--- src/rtl/fp_fcl_sched.sv ---
// Upstream sequencer for the fixed-point fully-connected PE array: buffers one
// activation vector, streams activation/weight pairs per output group, returns group results.
module fp_fcl_sched #(
  parameter int PARALLEL   = 8,
  parameter int MAX_IN     = 256,
  parameter int MAX_GROUPS = 64,
  parameter int ADDR_W     = 14
) (
  input  logic                              clk,
  input  logic                              rst,
  input  logic                              cfg_start_i,
  input  logic [$clog2(MAX_IN+1)-1:0]       cfg_in_len_i,
  input  logic [$clog2(MAX_GROUPS+1)-1:0]   cfg_num_groups_i,
  output logic                              busy_o,
  output logic                              done_o,
  input  logic                              in_valid_i,
  output logic                              in_ready_o,
  input  logic [7:0]                        in_data_i,
  output logic                              w_ren_o,
  output logic [ADDR_W-1:0]                 w_addr_o,
  input  logic [PARALLEL*8-1:0]             w_rdata_i,
  output logic [7:0]                        pe_input_o,
  output logic [PARALLEL*8-1:0]             pe_w_o,
  output logic                              pe_clr_n_o,
  input  logic [PARALLEL*8-1:0]             pe_out_i,
  output logic                              out_valid_o,
  input  logic                              out_ready_i,
  output logic [PARALLEL*8-1:0]             out_data_o,
  output logic [$clog2(MAX_GROUPS)-1:0]     out_group_o
);

  localparam int LEN_W  = $clog2(MAX_IN+1);
  localparam int GRP_W  = $clog2(MAX_GROUPS+1);
  localparam int GIDX_W = $clog2(MAX_GROUPS);
  localparam int IDX_W  = $clog2(MAX_IN);
  localparam int DW     = PARALLEL*8;

  localparam logic [LEN_W-1:0] L_MAX = LEN_W'(MAX_IN);
  localparam logic [GRP_W-1:0] G_MAX = GRP_W'(MAX_GROUPS);

  localparam logic [2:0] S_IDLE  = 3'd0;
  localparam logic [2:0] S_LOAD  = 3'd1;
  localparam logic [2:0] S_COMP  = 3'd2;
  localparam logic [2:0] S_DRAIN = 3'd3;
  localparam logic [2:0] S_OUT   = 3'd4;

  logic [2:0]        state_q, state_d;
  logic [LEN_W-1:0]  len_q, len_d;
  logic [GRP_W-1:0]  grp_q, grp_d;
  logic [GIDX_W-1:0] g_q, g_d;
  logic [LEN_W-1:0]  k_q, k_d;
  logic [LEN_W-1:0]  wp_q, wp_d;
  logic [ADDR_W-1:0] base_q, base_d;
  logic [ADDR_W-1:0] waddr_q, waddr_d;
  logic              drn_q, drn_d;
  logic [DW-1:0]     odata_q, odata_d;
  logic [GIDX_W-1:0] ogrp_q, ogrp_d;
  logic              done_q, done_d;
  logic              pres_q, first_q;
  logic [7:0]        rd_q;
  logic [ADDR_W-1:0] cur_addr;
  logic              last_grp;

  // Activation buffer is deliberately left out of reset so an abort keeps its contents.
  logic [7:0] abuf [MAX_IN];

  assign cur_addr = base_q + ADDR_W'(k_q);
  assign last_grp = (GRP_W'(g_q) == (grp_q - GRP_W'(1)));

  always_comb begin
    state_d = state_q;
    len_d   = len_q;
    grp_d   = grp_q;
    g_d     = g_q;
    k_d     = k_q;
    wp_d    = wp_q;
    base_d  = base_q;
    waddr_d = waddr_q;
    drn_d   = drn_q;
    odata_d = odata_q;
    ogrp_d  = ogrp_q;
    done_d  = 1'b0;
    case (state_q)
      S_IDLE: begin
        if (cfg_start_i) begin
          if (cfg_in_len_i == '0 || cfg_num_groups_i == '0) begin
            done_d = 1'b1;
          end else begin
            len_d   = (cfg_in_len_i > L_MAX) ? L_MAX : cfg_in_len_i;
            grp_d   = (cfg_num_groups_i > G_MAX) ? G_MAX : cfg_num_groups_i;
            g_d     = '0;
            k_d     = '0;
            wp_d    = '0;
            base_d  = '0;
            state_d = S_LOAD;
          end
        end
      end
      S_LOAD: begin
        if (in_valid_i) begin
          wp_d = wp_q + LEN_W'(1);
          if (wp_q + LEN_W'(1) == len_q) begin
            k_d     = '0;
            state_d = S_COMP;
          end
        end
      end
      S_COMP: begin
        waddr_d = cur_addr;
        if (k_q == len_q - LEN_W'(1)) begin
          drn_d   = 1'b0;
          state_d = S_DRAIN;
        end else begin
          k_d = k_q + LEN_W'(1);
        end
      end
      S_DRAIN: begin
        // Second drain cycle: last product has landed in the array accumulators.
        if (drn_q) begin
          odata_d = pe_out_i;
          ogrp_d  = g_q;
          state_d = S_OUT;
        end else begin
          drn_d = 1'b1;
        end
      end
      S_OUT: begin
        if (out_ready_i) begin
          if (last_grp) begin
            done_d  = 1'b1;
            state_d = S_IDLE;
          end else begin
            g_d     = g_q + GIDX_W'(1);
            base_d  = base_q + ADDR_W'(len_q);
            k_d     = '0;
            state_d = S_COMP;
          end
        end
      end
      default: state_d = S_IDLE;
    endcase
  end

  always_ff @(posedge clk) begin
    if (!rst) begin
      state_q <= S_IDLE;
      len_q   <= '0;
      grp_q   <= '0;
      g_q     <= '0;
      k_q     <= '0;
      wp_q    <= '0;
      base_q  <= '0;
      waddr_q <= '0;
      drn_q   <= 1'b0;
      odata_q <= '0;
      ogrp_q  <= '0;
      done_q  <= 1'b0;
      pres_q  <= 1'b0;
      first_q <= 1'b0;
      rd_q    <= '0;
    end else begin
      state_q <= state_d;
      len_q   <= len_d;
      grp_q   <= grp_d;
      g_q     <= g_d;
      k_q     <= k_d;
      wp_q    <= wp_d;
      base_q  <= base_d;
      waddr_q <= waddr_d;
      drn_q   <= drn_d;
      odata_q <= odata_d;
      ogrp_q  <= ogrp_d;
      done_q  <= done_d;
      pres_q  <= (state_q == S_COMP);
      first_q <= (state_q == S_COMP) && (k_q == '0);
      rd_q    <= abuf[k_q[IDX_W-1:0]];
    end
  end

  always_ff @(posedge clk) begin
    if (state_q == S_LOAD && in_valid_i) abuf[wp_q[IDX_W-1:0]] <= in_data_i;
  end

  assign busy_o      = (state_q != S_IDLE);
  assign done_o      = done_q;
  assign in_ready_o  = (state_q == S_LOAD);
  assign w_ren_o     = (state_q == S_COMP);
  assign w_addr_o    = (state_q == S_COMP) ? cur_addr : waddr_q;
  assign pe_input_o  = pres_q ? rd_q : 8'd0;
  assign pe_w_o      = w_rdata_i;
  assign pe_clr_n_o  = ~first_q;
  assign out_valid_o = (state_q == S_OUT);
  assign out_data_o  = odata_q;
  assign out_group_o = ogrp_q;

endmodule

--- config.mk ---
export PLATFORM = sky130hd
export DESIGN_NAME = fp_fcl_sched
export DESIGN_NICKNAME = d
export VERILOG_FILES = /design/src/rtl/fp_fcl_sched.sv
export SDC_FILE = /design/constraint.sdc
export NUM_CORES = 2
export LEC_CHECK = 0
export CORE_ASPECT_RATIO = 1.25
export CORE_UTILIZATION = 45
export CTS_CLUSTER_SIZE = 10
export DETAILED_ROUTE_END_ITERATION = 8
export HOLD_SLACK_MARGIN = 0.03
export PLACE_DENSITY = 0.68
export SYNTH_ARGS = -nofsm -noshare
export SYNTH_HDL_FRONTEND = slang
export SYNTH_SLANG_ARGS = --single-unit
--- constraint.sdc ---
create_clock -name clk -period 4.1 [get_ports clk]
set_input_delay 1.025 -clock clk [delete_from_list [all_inputs] [get_ports clk]]
set_output_delay 1.025 -clock clk [all_outputs]
set_load 0.1 [all_outputs]
==> flow_summary.toml <==
[sta]
tightest_slew_ns = 1.303
slew_headroom = 0.1315
rsz0062_at_grt = "yes"
min_period_over_period = 1.078
drv_slew = 0
fmax_mhz = 226.2
worst_slack_ns = -0.3211
period_needed_ns = 4.421
finalHoldViolCount = 0
clock_skew_ns = 0.03523
tns_ns = -1.326
setup_viol = 8

[synthesis]
synth_nets = 4871
synth_area_um2 = 87680
yosysTopAreaCell = "edfxtp_1"
syn-mean-instance-area_um2 = 18.72
syn_inst = 4685
yosysSeqAreaShare = 0.7363
synthArstFlopShare = 0
synthDistinctLibCells = 79
ys_warn_count = 0
synth_seq_cells = 2201
synthTopCellsByArea = "edfxtp_1 (70%), mux4_2 (13%), dfxtp_1 (3.5%), mux2i_1 (1.6%), nor2_1 (1.4%)"
synth_top_flop_cell = "edfxtp_1"
synth_edf_count = 2048
yosysTopAreaCellShare = 0.7014

[drt]
ant_nets = 0
firstDrtPassIters = 8
finalWirelength_um = 233300
vias = 47830
routedWlPerCell_um = 29.64
drt_iter0_drc = 6116
drc = 70
top_layer_used = "met5"
wl_met2_um = 115700
viasPerCell = 6.077
m1WireLength_um = 86020
routed-wl-met3_um = 20700

[critical_path]
cp_top_family = "compound AO/OA/AOI/OAI gates"
worst-path-buf-inv = 2
critical_path_class = "reg2out"
timing.critical_path.fanout_max = 4
critPathMaxStageDelay_ns = 0.48
worstPathCellList = "ha_4, a21o_1, a21oi_2, o21ai_2, a2111o_1, a311oi_4, buf_6, o21ai_4, a31oi_4, buf_12"
cp-end-kind = "output port"
cp-start-kind = "flip-flop"
crit_arrival_ns = 3.40
crit_required_ns = 3.07
slowest_stage = "a2111o_1"

[placed_design]
io_buffers = 190
hpwl_um = 146000
post_dp_cell_area_um2 = 94610
place_congestion = 0.9013
placedCellCount = 7507

[floorplan]
dieArea_um2 = 196600
coreArea_um2 = 193000
rows = 180
die_w_um = 396.8
ios = 319
start_util = 0.4543
die_h_um = 495.5

[final_layout]
areaGrowthSynthToFinish_pct = 15.77
nNetsFinal = 5419
fin_area_um2 = 101500
layout.cells.non_filler = 7870
drive_gt1_frac = 0.2505
fillers = 14890

[min_path]
hold_path_class = "reg2reg"

[clocking]
clk_path_buf_depth = 3
clock_latency_ns = 0.86
cts_tree = "done"
clock-sinks = 2201
cts_max_level = 4
cts_root_buf = "clkbuf_16"
hold_buffers = 0
numCtsBuffers = 238
clk_pin_slew_worst_paths_ns = 0.06

[power_and_ir_drop]
power_density_nw_per_um2 = 469.2
total_power_w = 0.04763
vdd_ir_drop_max_v = 0.0005278
p_leak_nw = 31.71

[run_status]
violations = "design-rule violations, negative setup slack"
status = "complete, but fails checks"

[global_route]
grt_overflow = 0
grt_usage = 0.2365
grt_max_degree = 126
grt_first_pass_wirelength_um = 335200
antenna_found_initial = 3
grt_pass1_vias = 47760

[job]
maxCapViolations = 0
-- cell usage after synthesis, drive strengths merged (20+ instances only) --
cell type,count
inv,25
nor2,336
a22oi,43
nand2,308
a221oi,24
mux2i,144
edfxtp,2048
buf,199
mux2,20
mux4,510
o22ai,23
nand3,46
and2,27
xnor2,27
ha,27
dfxtp,153
o21ai,70
nor3,27
a21oi,174
a31oi,28
clkbuf,146
-- per-layer routing --
metal | vias up | track usage
met3 | 500 | 0.04176
met2 | 2602 | 0.3945
met5 | - | 0
li1 | 19800 | -
met4 | 2 | 0.1066
met1 | 24930 | 0.3031
-- area by class of cell --
| cell class | count | area, um2 | share of cell area |
|---|---|---|---|
| inverters | 28 | 118.9 | 0.001171 |
| repair buffers | 653 | 5981 | 0.05892 |
| multi-input cells | 2111 | 21190 | 0.2088 |
| clock inverters | 6 | 96.34 | 0.0009491 |
| well taps | 2548 | 3188 | 0.03141 |
| flip-flops and latches | 2201 | 64590 | 0.6362 |
| diodes | 1 | 2.502 | 0.00002465 |
| clock buffers | 322 | 6345 | 0.06250 |
-- final timing paths --
check | from | to | slack (ns) | depth (start not counted)
setup / recovery | k_q[1]$_SDFFE_PN0P_ | w_addr_o[13] | -0.32 | 10
hold / removal | out_data_o[62]$_SDFFE_PN0P_ | out_data_o[62]$_SDFFE_PN0P_ | 0.45 | 2
setup reg to reg | k_q[1]$_SDFFE_PN0P_ | waddr_q[11]$_SDFF_PN0_ | -0.08 | 24
hold reg to reg | out_data_o[62]$_SDFFE_PN0P_ | out_data_o[62]$_SDFFE_PN0P_ | 0.45 | 2
-- power breakdown --
part	total [W]	leakage (nW)	switching, W	internal [W]
Sequential	0.0247	19.6	0.0000897	0.0246
Clock	0.0186	3.11	0.00803	0.0105
Combinational	0.00438	8.96	0.00248	0.00190
-- sequential cells by signal, indices dropped and copies added (netlist names), 3 cells and up --
name and cells:
grp_q 7, g_q 6, state_q 3, out_group_o 6
out_data_o 64, len_q 9, abuf 2048, base_q 14
wp_q 9, k_q 9, rd_q 8, waddr_q 14
-- placed cells by master, fill, tap and decap left out, drive strengths merged, types with 7 or more instances in the layout --
| cell | count |
|---|---|
| a311oi | 7 |
| clkbuf | 330 |
| inv | 25 |
| o221ai | 13 |
| clkdlybuf4s50 | 155 |
| dfxtp | 153 |
| a21o | 10 |
| a22oi | 43 |
| a41oi | 8 |
| clkinv | 9 |
| o2111ai | 11 |
| nand2 | 308 |
| nor2b | 19 |
| a221o | 8 |
| xor2 | 15 |
| xnor2 | 27 |
| a221oi | 24 |
| nand4 | 14 |
| mux4 | 510 |
| buf | 490 |
| o21ai | 70 |
| and3 | 15 |
| o211ai | 9 |
| nor3 | 27 |
| ha | 27 |
| edfxtp | 2048 |
| nand3 | 46 |
| a211oi | 18 |
| mux2 | 20 |
| mux2i | 144 |
| o22ai | 23 |
| o31ai | 11 |
| and2 | 27 |
| a21oi | 174 |
| nand2b | 15 |
| nor2 | 336 |
| nand3b | 19 |
| or3 | 12 |
| a31oi | 28 |
-- worst min-delay path, delay by kind of cell (launching register included) --
| family | cells | cell delay, ns |
|---|---|---|
| flip-flops | 1 | 0.30 |
| AO/OA/AOI/OAI | 1 | 0.05 |
| AND/OR/NAND/NOR | 1 | 0.05 |
-- kinds of logic after synthesis --
family | share of synthesized area
xor+xnor | 0.004195
compound gates | 0.03686
fa+ha+maj | 0.004310
simple gates | 0.04348
mux | 0.1500
buf+inv | 0.02482
flops | 0.7363
-- timing repair --
item	in CTS	in global routing
cloned	0	0
endpoints found under the setup margin	8	9
buffers inserted	29	6
gates resized for setup	27	20
pin swaps	16	19
-- through the flow --
step	hold slack, ns	util	worst slack (ns)
after CTS	0.4538	0.5252	-0.2370
final	0.4523	0.5259	-0.3211
after global routing	0.4645	0.5259	-0.4265
after detailed placement	0.4464	0.4902	0.3145
after global placement	0.4408	0.4902	0.2830
after floorplan	0.4443	-	-0.6550
Note: power is estimated with default switching activity, not from simulation.
